<file path="src/rtl/fetch_prefetch.sv">
// Instruction prefetcher: one outstanding word read at a time, returned words
// queued with their PCs in a small FIFO for decode; a redirect flushes and restarts.
module fetch_prefetch #(
    parameter logic [31:0] RESET_PC = 32'h0000_0000,
    parameter int          DEPTH    = 4
) (
    input  logic        i_clock,
    input  logic        i_reset_n,
    output logic        o_bus_request,
    output logic [31:0] o_bus_address,
    input  logic [31:0] i_bus_rdata,
    input  logic        i_bus_ready,
    input  logic        i_redirect,
    input  logic [31:0] i_redirect_pc,
    output logic        o_valid,
    output logic [31:0] o_instruction,
    output logic [31:0] o_pc,
    input  logic        i_ready
);

    localparam int            PW         = $clog2(DEPTH);
    localparam int            CW         = PW + 1;
    localparam logic [CW-1:0] FULL_COUNT = CW'(DEPTH);

    typedef enum logic [1:0] {
        ST_IDLE,
        ST_REQUEST,
        ST_DRAIN
    } state_t;

    state_t        state;
    logic [31:0]   fetch_pc;
    logic          discard;

    logic [31:0]   instr_mem [DEPTH];
    logic [31:0]   pc_mem    [DEPTH];
    logic [PW-1:0] wr_ptr;
    logic [PW-1:0] rd_ptr;
    logic [CW-1:0] count;

    logic [31:0]   redirect_pc;
    logic          completion;
    logic          push;
    logic          pop;
    logic          unused_redirect_bits;

    assign redirect_pc          = {i_redirect_pc[31:2], 2'b00};
    assign unused_redirect_bits = ^i_redirect_pc[1:0];

    // A completion is dropped when it belongs to a fetch made stale by a redirect,
    // either earlier in this access or in the very cycle it completes.
    assign completion = (state == ST_REQUEST) && i_bus_ready;
    assign push       = completion && !discard && !i_redirect;
    assign pop        = o_valid && i_ready;

    assign o_valid       = (count != '0);
    assign o_instruction = instr_mem[rd_ptr];
    assign o_pc          = pc_mem[rd_ptr];

    always_ff @(posedge i_clock or negedge i_reset_n) begin
        if (!i_reset_n) begin
            state         <= ST_IDLE;
            o_bus_request <= 1'b0;
            o_bus_address <= RESET_PC;
            fetch_pc      <= RESET_PC;
            discard       <= 1'b0;
        end else begin
            unique case (state)
                // A redirect seen in IDLE holds off one cycle so the new PC is used.
                ST_IDLE: begin
                    if (i_redirect) begin
                        fetch_pc <= redirect_pc;
                    end else if (count < FULL_COUNT) begin
                        state         <= ST_REQUEST;
                        o_bus_request <= 1'b1;
                        o_bus_address <= fetch_pc;
                    end
                end
                ST_REQUEST: begin
                    if (i_bus_ready) begin
                        state         <= ST_DRAIN;
                        o_bus_request <= 1'b0;
                        discard       <= 1'b0;
                        if (i_redirect) begin
                            fetch_pc <= redirect_pc;
                        end else if (!discard) begin
                            fetch_pc <= fetch_pc + 32'd4;
                        end
                    end else if (i_redirect) begin
                        discard  <= 1'b1;
                        fetch_pc <= redirect_pc;
                    end
                end
                ST_DRAIN: begin
                    state <= ST_IDLE;
                    if (i_redirect) begin
                        fetch_pc <= redirect_pc;
                    end
                end
                default: begin
                    state         <= ST_IDLE;
                    o_bus_request <= 1'b0;
                end
            endcase
        end
    end

    always_ff @(posedge i_clock or negedge i_reset_n) begin
        if (!i_reset_n) begin
            wr_ptr <= '0;
            rd_ptr <= '0;
            count  <= '0;
            for (int i = 0; i < DEPTH; i++) begin
                instr_mem[i] <= '0;
                pc_mem[i]    <= '0;
            end
        end else if (i_redirect) begin
            wr_ptr <= '0;
            rd_ptr <= '0;
            count  <= '0;
        end else begin
            if (push) begin
                instr_mem[wr_ptr] <= i_bus_rdata;
                pc_mem[wr_ptr]    <= o_bus_address;
                wr_ptr            <= wr_ptr + 1'b1;
            end
            if (pop) begin
                rd_ptr <= rd_ptr + 1'b1;
            end
            unique case ({push, pop})
                2'b10:   count <= count + 1'b1;
                2'b01:   count <= count - 1'b1;
                default: count <= count;
            endcase
        end
    end

endmodule

</file>
<file path="config.mk">
export PLATFORM = sky130hd
export DESIGN_NAME = fetch_prefetch
export DESIGN_NICKNAME = d
export VERILOG_FILES = /design/src/rtl/fetch_prefetch.sv
export SDC_FILE = /design/constraint.sdc
export NUM_CORES = 1
export LEC_CHECK = 0
export CORE_AREA = 2 2 175 177
export DETAILED_ROUTE_END_ITERATION = 7
export DIE_AREA = 0 0 177 179
export PLACE_DENSITY = 0.75
export SYNTH_ARGS = -nofsm -noshare
export SYNTH_HDL_FRONTEND = slang
export SYNTH_SLANG_ARGS = --single-unit
export TNS_END_PERCENT = 50
</file>
<file path="constraint.sdc">
create_clock -name i_clock -period 1.9 [get_ports i_clock]
set_clock_uncertainty 0.1 [all_clocks]
set_input_delay 0.38 -clock i_clock [delete_from_list [all_inputs] [get_ports i_clock]]
set_output_delay 0.38 -clock i_clock [all_outputs]
set_load 0.01 [all_outputs]
</file>
======== Yosys cells after proc, flatten, opt, wreduce, memory -nomap -nowiden ========
Index checks and enable logic that the tools add are counted.
word-level totals
  output and inout port bits .............. 98
  bits in writable memories ............... 0
  word-level logic and storage cells ...... 89
  bits in read-only memories .............. 0
  flip-flop bits (word level) ............. 331
  memories kept ........................... 0
  input port bits ......................... 69
  bits in latches ......................... 0
operators by class
  div/mod/pow operators ................... 0
  order comparisons ....................... 4
  muxes and demuxes ....................... 31
  $mul .................................... 0
  add/sub/neg operators ................... 5
  reduce and logical (&&, ||, !) cells .... 21
  bitwise gates (word level) .............. 4
  shifts and indexed selects .............. 0
  equality and inequality tests ........... 8
operators with widths
  kind                     number
  $mux W32                 9
  $bwmux W128              2
  $bmux W32 S2             2
  $demux W32 S2            1
  $pmux W32 S2             1
  $add A32 B3 Y32 const B  1
  $mux W2                  7
  $reduce_bool A2 Y1       4
  $ge A3 B3 Y1 const B     2
  $ne A2 B2 Y1 const B     3
  $not A2 Y3               2
  $pmux W3 S2              1
  $reduce_and A2 Y1        3
  $reduce_and A3 Y1        2
  $reduce_bool A3 Y1       2
  $logic_and A1 B1 Y1      5
  $mux W1                  5
  $add A2 B1 Y2 const B    2
  $eq A2 B1 Y1 const B     2
  $eq A2 B2 Y1 const B     2
  $ne A4 B4 Y1 const B     1
  $pmux W2 S2              1
  $reduce_and A4 Y1        1
  $add A3 B1 Y3 const B    1
  other kinds (9)          11

======== Depth between registers and ports, before layout ========
Gate-level depths: netlist (run 1).
  depth in word-level cells ............... 7
  mapped depth ............................ 9
  depth with buffers taken out ............ 8

======== Worst setup path after synthesis (run 1) ========
Ideal clock, no wire load.
  kind .................................... register -> register
  from .................................... reg count[0]
  to ...................................... reg count[2]
  setup time .............................. 136 ps
  cell stages (with the launch flop) ...... 9
  period minus slack after synthesis ...... 2075 ps
  setup slack ............................. -175 ps
  buffers on the path ..................... 0
  arrival ................................. 1839 ps
  data required time ...................... 1664 ps
  path through ............................ dfrtp_1 > or3_1 > nand2_1 > nor2_1 > fa_1 > o21ai_0 > a31oi_1 > a21oi_1 > a21oi_1
on the way
  longest elaborated chain between the ends .. 5
  elaborated cells between the ends (all ways) .. 9
  those cells by class .................... 2 x add/sub; 2 x eq/ne; 2 x mux; 3 x reduce/logical
ends and longest elaborated chain
  what                                                 line  text
  start, declared                                      39    logic [CW-1:0] count;
  start signal, assigned                               131   2'b10: count <= count + 1'b1;
  start signal, assigned                               132   2'b01: count <= count - 1'b1;
  start signal, assigned                               133   default: count <= count;
  $reduce_bool A3 Y1 (*)                               56    assign o_valid = (count != '0);
  named net o_valid                                    15    output logic o_valid,
  $logic_and A1 B1 Y1 (*)                              54    assign pop = o_valid && i_ready;
  $eq A2 B1 Y1 / $eq A2 B2 Y1 (equally long branches)  130   unique case ({push, pop})
  $pmux W3 S2                                          130
  $mux W3                                              117   end else if (i_redirect) begin
The timed path passes the listed nets; every way through them passes the cells marked *.
A chain may end at the register's enable or synchronous reset.

======== Worst setup path after layout (run 1) ========
  from .................................... reg rd_ptr[0]
  to ...................................... out o_instruction[9]
on the way
  longest elaborated chain between the ends .. 4
ends and longest elaborated chain
  what                                         line  text
  start, declared                              38    logic [PW-1:0] rd_ptr;
  start signal, assigned                       128   rd_ptr <= rd_ptr + 1'b1;
  $not A2 Y3 (implied by the code)             57    assign o_instruction = instr_mem[rd_ptr];
  $bmux W32 S2                                 57
  $mux W32 (implied by the code) (2 in a row)  57
  end, declared                                16    output logic [31:0] o_instruction,
Every way passes these cells. The select of a mux whose other input is x is not followed.

==> reports/metrics.csv, run 1 <==
metric;value;unit
status;finished with violations;
violations;setup timing;
seqPwrFrac;38.3;%
power_switching;8.25;mW
clock_latency;0.53;ns
endpoint_kind;output port;
grt_antenna_before_repair;0;
dieWidth;177;microns
track_usage;22.9;%
io-pin-count;167;
start_util;49.7;%
worst_pin_slew;0.390;ns
power;27.1;mW
htree_levels;2;
criticalPathCategory;flop to output port;
cts_buffer_depth;3;
die_y;179;microns
busiest_layer;met2;
post-route-cell-area;19100;sq um
async_flop_share;100;%
clock-root-buffer;clkbuf_16;
final_common_cell;dfrtp_1;
synth_edf_count;0;
grt_max_degree;67;
utilization;63.5;%
pre_cts_slack;-0.389;ns
syn_inst;985;
fin_hold_ws;0.226;ns
layout-drive-gt1-share;48.7;%
slew_headroom;73.8;%
avgSynthCellArea;15.2;sq um
drt-vias-per-instance;5.70;
rr_worst_depth;8;
required;1.42;ns
gp_congestion;0.869;
fmax;397;MHz
cp_max_fo;5;
cts_sinks;331;
io_buffers;164;
drc;0;
timing.final.crit_share;133;%
r2r-start;count[1]$_DFFE_PN0P_;
clkPwrFrac;25.4;%
ys_types;55;
drt_iter0_drc;543;
ys_warn_count;0;
ant_nets;0;
slew_viol_final;0;
grt.met2_usage;38.3;%
setup_violations;65;
hold_viol_final;0;
hold_path_class;input port to asynchronous set/reset pin;
rsz0062_at_grt;true;
numCtsBuffers;37;
syn_to_final_growth;27.8;%
core-area;30000;sq um
drv_cap;0;
grt.met3_usage;4.69;%
final_cell_mix;dfrtp_1, mux2_2, buf_4, clkdlybuf4s50_1, mux4_2;
overflow;0;
fin_ws;-0.619;ns
finalSetupTns;-32.87;ns
first_pass_iters;5;
wirelength;35.1;mm
numPlacedInstances;1584;
vdd_drop_max;1.04;mV
internal_power;18.8;mW
cts_tree;built;
grt_pass1_wl;56.3;mm
die_area;31700;sq um
num_vias;9454;
detailed_place_hpwl;22.7;mm
min_period;2.52;ns
grt_pass1_vias;10200;
synth.yosys.seq_area_share;55.5;%
p_leak;8.91;nW
grt_use_met1;30.7;%
synthFlopType;dfrtp_1;
fin_nets;1315;
combinationalPowerShare;36.3;%
path_clk_slew;0.06;ns
antennaDiodeCount;0;
placed_area;17700;sq um
synth_area;14900;sq um
rows;64;
syn-num-nets;1060;
fin_cells;1658;
rrSetupSlack;0;ns
switching_share;30.4;%
synth-seq-cells;331;
startpoint_type;flop;
p_per_area;1420;nW/um^2
cp.arrival;2.04;ns
wire_per_inst;21.2;microns
r2r_end;count[2]$_DFFE_PN0P_;
cell usage after synthesis, drive strengths merged, types with 2 or more instances:
master	instances	area share, %
nor2b	2	0.084
nor3b	2	0.10
ha	5	0.42
buf	43	2.5
nand2	32	0.87
o21ai	11	0.37
mux4	64	9.7
xnor2	5	0.29
mux2	289	22
nand3	20	0.70
o22ai	23	0.96
a21o	3	0.15
nor4	8	0.48
clkbuf	16	0.41
nand4	13	0.65
o221a	2	0.15
or3	2	0.084
dfrtp	331	55
a41o	2	0.13
and2	6	0.25
o21a	2	0.10
a21oi	28	0.94
inv	9	0.23
nand3b	2	0.10
mux2i	15	1.0
and3	3	0.13
nor3	7	0.42
nor2	24	0.60
nand4b	2	0.12
worst max-delay path: stages (launching register included):
cell and delay [ns]:
dfrtp_4 0.52, buf_6 0.14, buf_8 0.13, buf_16 0.15
mux4_2 0.43, buf_6 0.14
registers in the layout, summed over array words and instances, names as in the netlist:
signal	count
state	2
count	3
discard	1
fetch_pc	32
o_bus_request	1
rd_ptr	2
instr_mem	128
wr_ptr	2
o_bus_address	32
pc_mem	128
power by group through the flow:
stage | combinational [mW] | sequential [mW] | clock, mW
floorplan | 5.12 | 10.1 | 0
global placement | 9.41 | 10.4 | 0
detailed placement | 9.56 | 10.5 | 0
CTS | 9.94 | 10.4 | 7.02
global route | 10.6 | 10.7 | 7.28
finish | 9.83 | 10.4 | 6.87
final cells by class:
| cell class | instances | area, sq um |
|---|---|---|
| clock buffer | 49 | 1020 |
| clock inverter | 12 | 136 |
| fill | 2212 | 10900 |
| inverter | 9 | 33.8 |
| multi-input combinational | 586 | 6240 |
| sequential | 331 | 8300 |
| tap | 396 | 495 |
| timing repair buffer | 275 | 2850 |
worst max-delay path by stage:
| stage | startpoint | endpoint | slack (ns) | cells past startpoint |
|---|---|---|---|---|
| after global routing | rd_ptr[0]$_DFFE_PN0P_ | o_pc[16] | -0.66 | 5 |
| final | rd_ptr[0]$_DFFE_PN0P_ | o_instruction[9] | -0.62 | 5 |
| after CTS | rd_ptr[0]$_DFFE_PN0P_ | o_instruction[7] | -0.65 | 5 |
| after floorplan | state[1]$_DFFE_PN0P_ | count[2]$_DFFE_PN0P_ | -0.08 | 8 |
| after detailed placement | i_redirect | count[2]$_DFFE_PN0P_ | -0.39 | 8 |
| after global placement | i_redirect | count[2]$_DFFE_PN0P_ | -0.38 | 8 |
per-layer routing:
metal / part of all wire, % / up-vias
li1: - / 4215
met1: 44 / 4929
met2: 49 / 252
met3: 5.8 / 58
met4: 1.8 / 0
met5: 0 / -
what timing repair did:
item | 4_1_cts | 5_1_grt
gates resized for setup | 357 | 23
cloned | 7 | 0
hold buffers | 1 | 0
hold endpoints to repair | 147 | 0
setup buffers | 10 | 0
endpoints found under the setup margin | 99 | 75
pin swaps | 2 | 1
cell families (layout without fill, tap and decap cells):
family / after synthesis / in the layout / synth area share, %
buffers and inverters: 68 / 345 / 3.09
AOI/OAI and AO/OA: 79 / 79 / 3.25
muxes: 368 / 368 / 32.5
adders and majority gates: 6 / 6 / 0.553
xor gates and xnor gates: 6 / 6 / 0.352
DFF: 331 / 331 / 55.5
and+or+nand+nor: 127 / 127 / 4.83
(Power assumes the default switching activity.)
==> run 2, diff against run 1 <==
Settings changed: PLACE_DENSITY 0.75 to 0.82.
==> run 2 against run 1 <==
Effect of this change:
- the run still ends with setup timing left
- power increased by 2.2%
- worst hold slack improved by 0.030 ns
- sequential power about the same
- global-route usage decreased by 0.12 points
- cell area increased by 1.0%
- cell count increased by 1.1%
- critical path depth unchanged
- count of clock-buffer cells in the layout increased by 3
- routed wire length increased by 0.27%
- first-iteration DRC count increased by 4.1%
- critical path type unchanged
- critical endpoint is now o_pc[28]
==> reports/metrics.csv, run 2 (synthesized netlist as in run 1, its figures left out) <==
metric;value;unit;change
critPathLaunch;rd_ptr[0]$_DFFE_PN0P_;;unchanged
violations;setup timing;;unchanged
internal_power;19.3;mW;was 18.8 mW
final_common_cell;dfrtp_1;;unchanged
clkPwrFrac;26.0;%;was 25.4%
hold_viol_final;0;;unchanged
cp.arrival;2.06;ns;was 2.04 ns
p_leak;9.03;nW;was 8.91 nW
fin_nets;1327;;was 1315
dieWidth;177;microns;unchanged
min_period;2.54;ns;was 2.52 ns
track_usage;22.7;%;was 22.9%
start_util;49.7;%;unchanged
r2r-start;count[0]$_DFFE_PN0P_;;was count[1]$_DFFE_PN0P_
overflow;0;;unchanged
drv_cap;0;;unchanged
cts_tree;built;;unchanged
grt_pass1_vias;10200;;about the same
p_per_area;1440;nW/um^2;was 1420 nW/um^2
fin_cells;1676;;was 1658
seqPwrFrac;37.5;%;was 38.3%
required;1.42;ns;about the same
syn_to_final_growth;29.1;%;was 27.8%
numPlacedInstances;1591;;was 1584
final_cell_mix;dfrtp_1, mux2_2, buf_4, clkdlybuf4s50_1, mux4_2;;unchanged
detailed_place_hpwl;23.2;mm;was 22.7 mm
clock-root-buffer;clkbuf_16;;unchanged
wire_per_inst;21.0;microns;was 21.2 microns
worst_pin_slew;0.417;ns;was 0.390 ns
switching_share;30.3;%;was 30.4%
rows;64;;unchanged
criticalPathCategory;flop to output port;;unchanged
fill_cells;2181;;was 2212
die_y;179;microns;unchanged
io_buffers;164;;unchanged
reg.largest.list;instr_mem x128, pc_mem x128;;unchanged
rsz0062_at_grt;true;;unchanged
startpoint_type;flop;;unchanged
cts_buffer_depth;3;;unchanged
hold_path_class;input port to asynchronous set/reset pin;;unchanged
die_area;31700;sq um;unchanged
timing.final.crit_share;134;%;was 133%
utilization;64.2;%;was 63.5%
drc;0;;unchanged
placed_area;17800;sq um;was 17700 sq um
power_switching;8.38;mW;was 8.25 mW
clock_latency;0.52;ns;was 0.53 ns
numCtsBuffers;37;;unchanged
num_vias;9625;;was 9454
fin_ws;-0.643;ns;was -0.619 ns
grt_antenna_before_repair;1;;was 0
grt_pass1_wl;56.0;mm;was 56.3 mm
vdd_drop_max;1.18;mV;was 1.04 mV
wirelength;35.2;mm;was 35.1 mm
fmax;393;MHz;was 397 MHz
first_pass_iters;5;;unchanged
setup_violations;66;;was 65
io-pin-count;167;;unchanged
ant_nets;0;;unchanged
htree_levels;2;;unchanged
post-route-cell-area;19300;sq um;was 19100 sq um
cts_sinks;331;;unchanged
status;finished with violations;;unchanged
cp_max_fo;7;;was 5
drt_iter0_drc;565;;was 543
combinationalPowerShare;36.5;%;was 36.3%
slew_headroom;72.0;%;was 73.8%
layout-drive-gt1-share;49.6;%;was 48.7%
drt-vias-per-instance;5.74;;was 5.70
core-area;30000;sq um;unchanged
slew_viol_final;0;;unchanged
gp_congestion;0.908;;was 0.869
finalSetupTns;-36.59;ns;was -32.87 ns
grt_max_degree;52;;was 67
endpoint_kind;output port;;unchanged
path_clk_slew;0.06;ns;about the same
-- run 2: repair_timing --
action | CTS | global route
endpoints found under the setup margin | 99 | 76
cloned | 5 | 0
pin swaps | 6 | 1
resized for setup | 355 | 27
hold buffers | 1 | 0
hold endpoints to repair | 133 | 0
buffers inserted | 12 | 2
-- run 2: worst paths after layout --
path	end	slack, ns	depth (start not counted)
setup / recovery	o_pc[28]	-0.64	5
hold / removal	pc_mem[37]$_DFFE_PN0P_	0.26	2
setup reg to reg	count[2]$_DFFE_PN0P_	-0.04	8
hold reg to reg	fetch_pc[0]$_DFFE_PN0P_	0.38	1
max in group asynchronous	pc_mem[33]$_DFFE_PN0P_	0.69	4
min in group i_clock	fetch_pc[0]$_DFFE_PN0P_	0.38	1
-- run 2: layout make-up --
type	instances	area (sq um)	share of cell area, %
flip-flops and latches	331	8300	43.1
multi-input cells	586	6250	32.4
repair buffers	287	2960	15.3
clock buffers	52	1070	5.56
well taps	396	495	2.57
clock inverters	14	159	0.825
inverters	9	33.8	0.175
diodes	1	2.50	0.0130
-- run 2: layer usage --
layer	share of wire, %	global-route usage, %	vias up
li1	-	-	4232
met1	43	30.3	5086
met2	49	38.1	259
met3	5.9	4.52	48
met4	2.1	6.23	0
met5	0	0	-
-- run 2: stage by stage --
| step | power (mW) | hold slack, ns | worst slack [ns] |
|---|---|---|---|
| 2_1_floorplan | 15.3 | -0.0156 | -0.0766 |
| 3_3_place_gp | 19.8 | 0.197 | -0.393 |
| 3_5_place_dp | 20.2 | 0.193 | -0.409 |
| 4_1_cts | 27.6 | 0.260 | -0.649 |
| 5_1_grt | 29.1 | 0.293 | -0.689 |
| 6_report | 27.7 | 0.257 | -0.643 |
-- run 2: critical path, cell delays in order (launching register included) --
cell     delay (ns)
dfrtp_4        0.50
buf_6          0.13
buf_12         0.14
buf_16         0.16
mux4_2         0.46
buf_6          0.14
-- run 2: power groups by stage --
stage / Clock, mW / Combinational (mW) / Sequential [mW]
2_1_floorplan: 0 / 5.12 / 10.1
3_3_place_gp: 0 / 9.46 / 10.3
3_5_place_dp: 0 / 9.67 / 10.5
4_1_cts: 7.31 / 9.92 / 10.4
5_1_grt: 7.63 / 10.8 / 10.6
6_report: 7.19 / 10.1 / 10.4
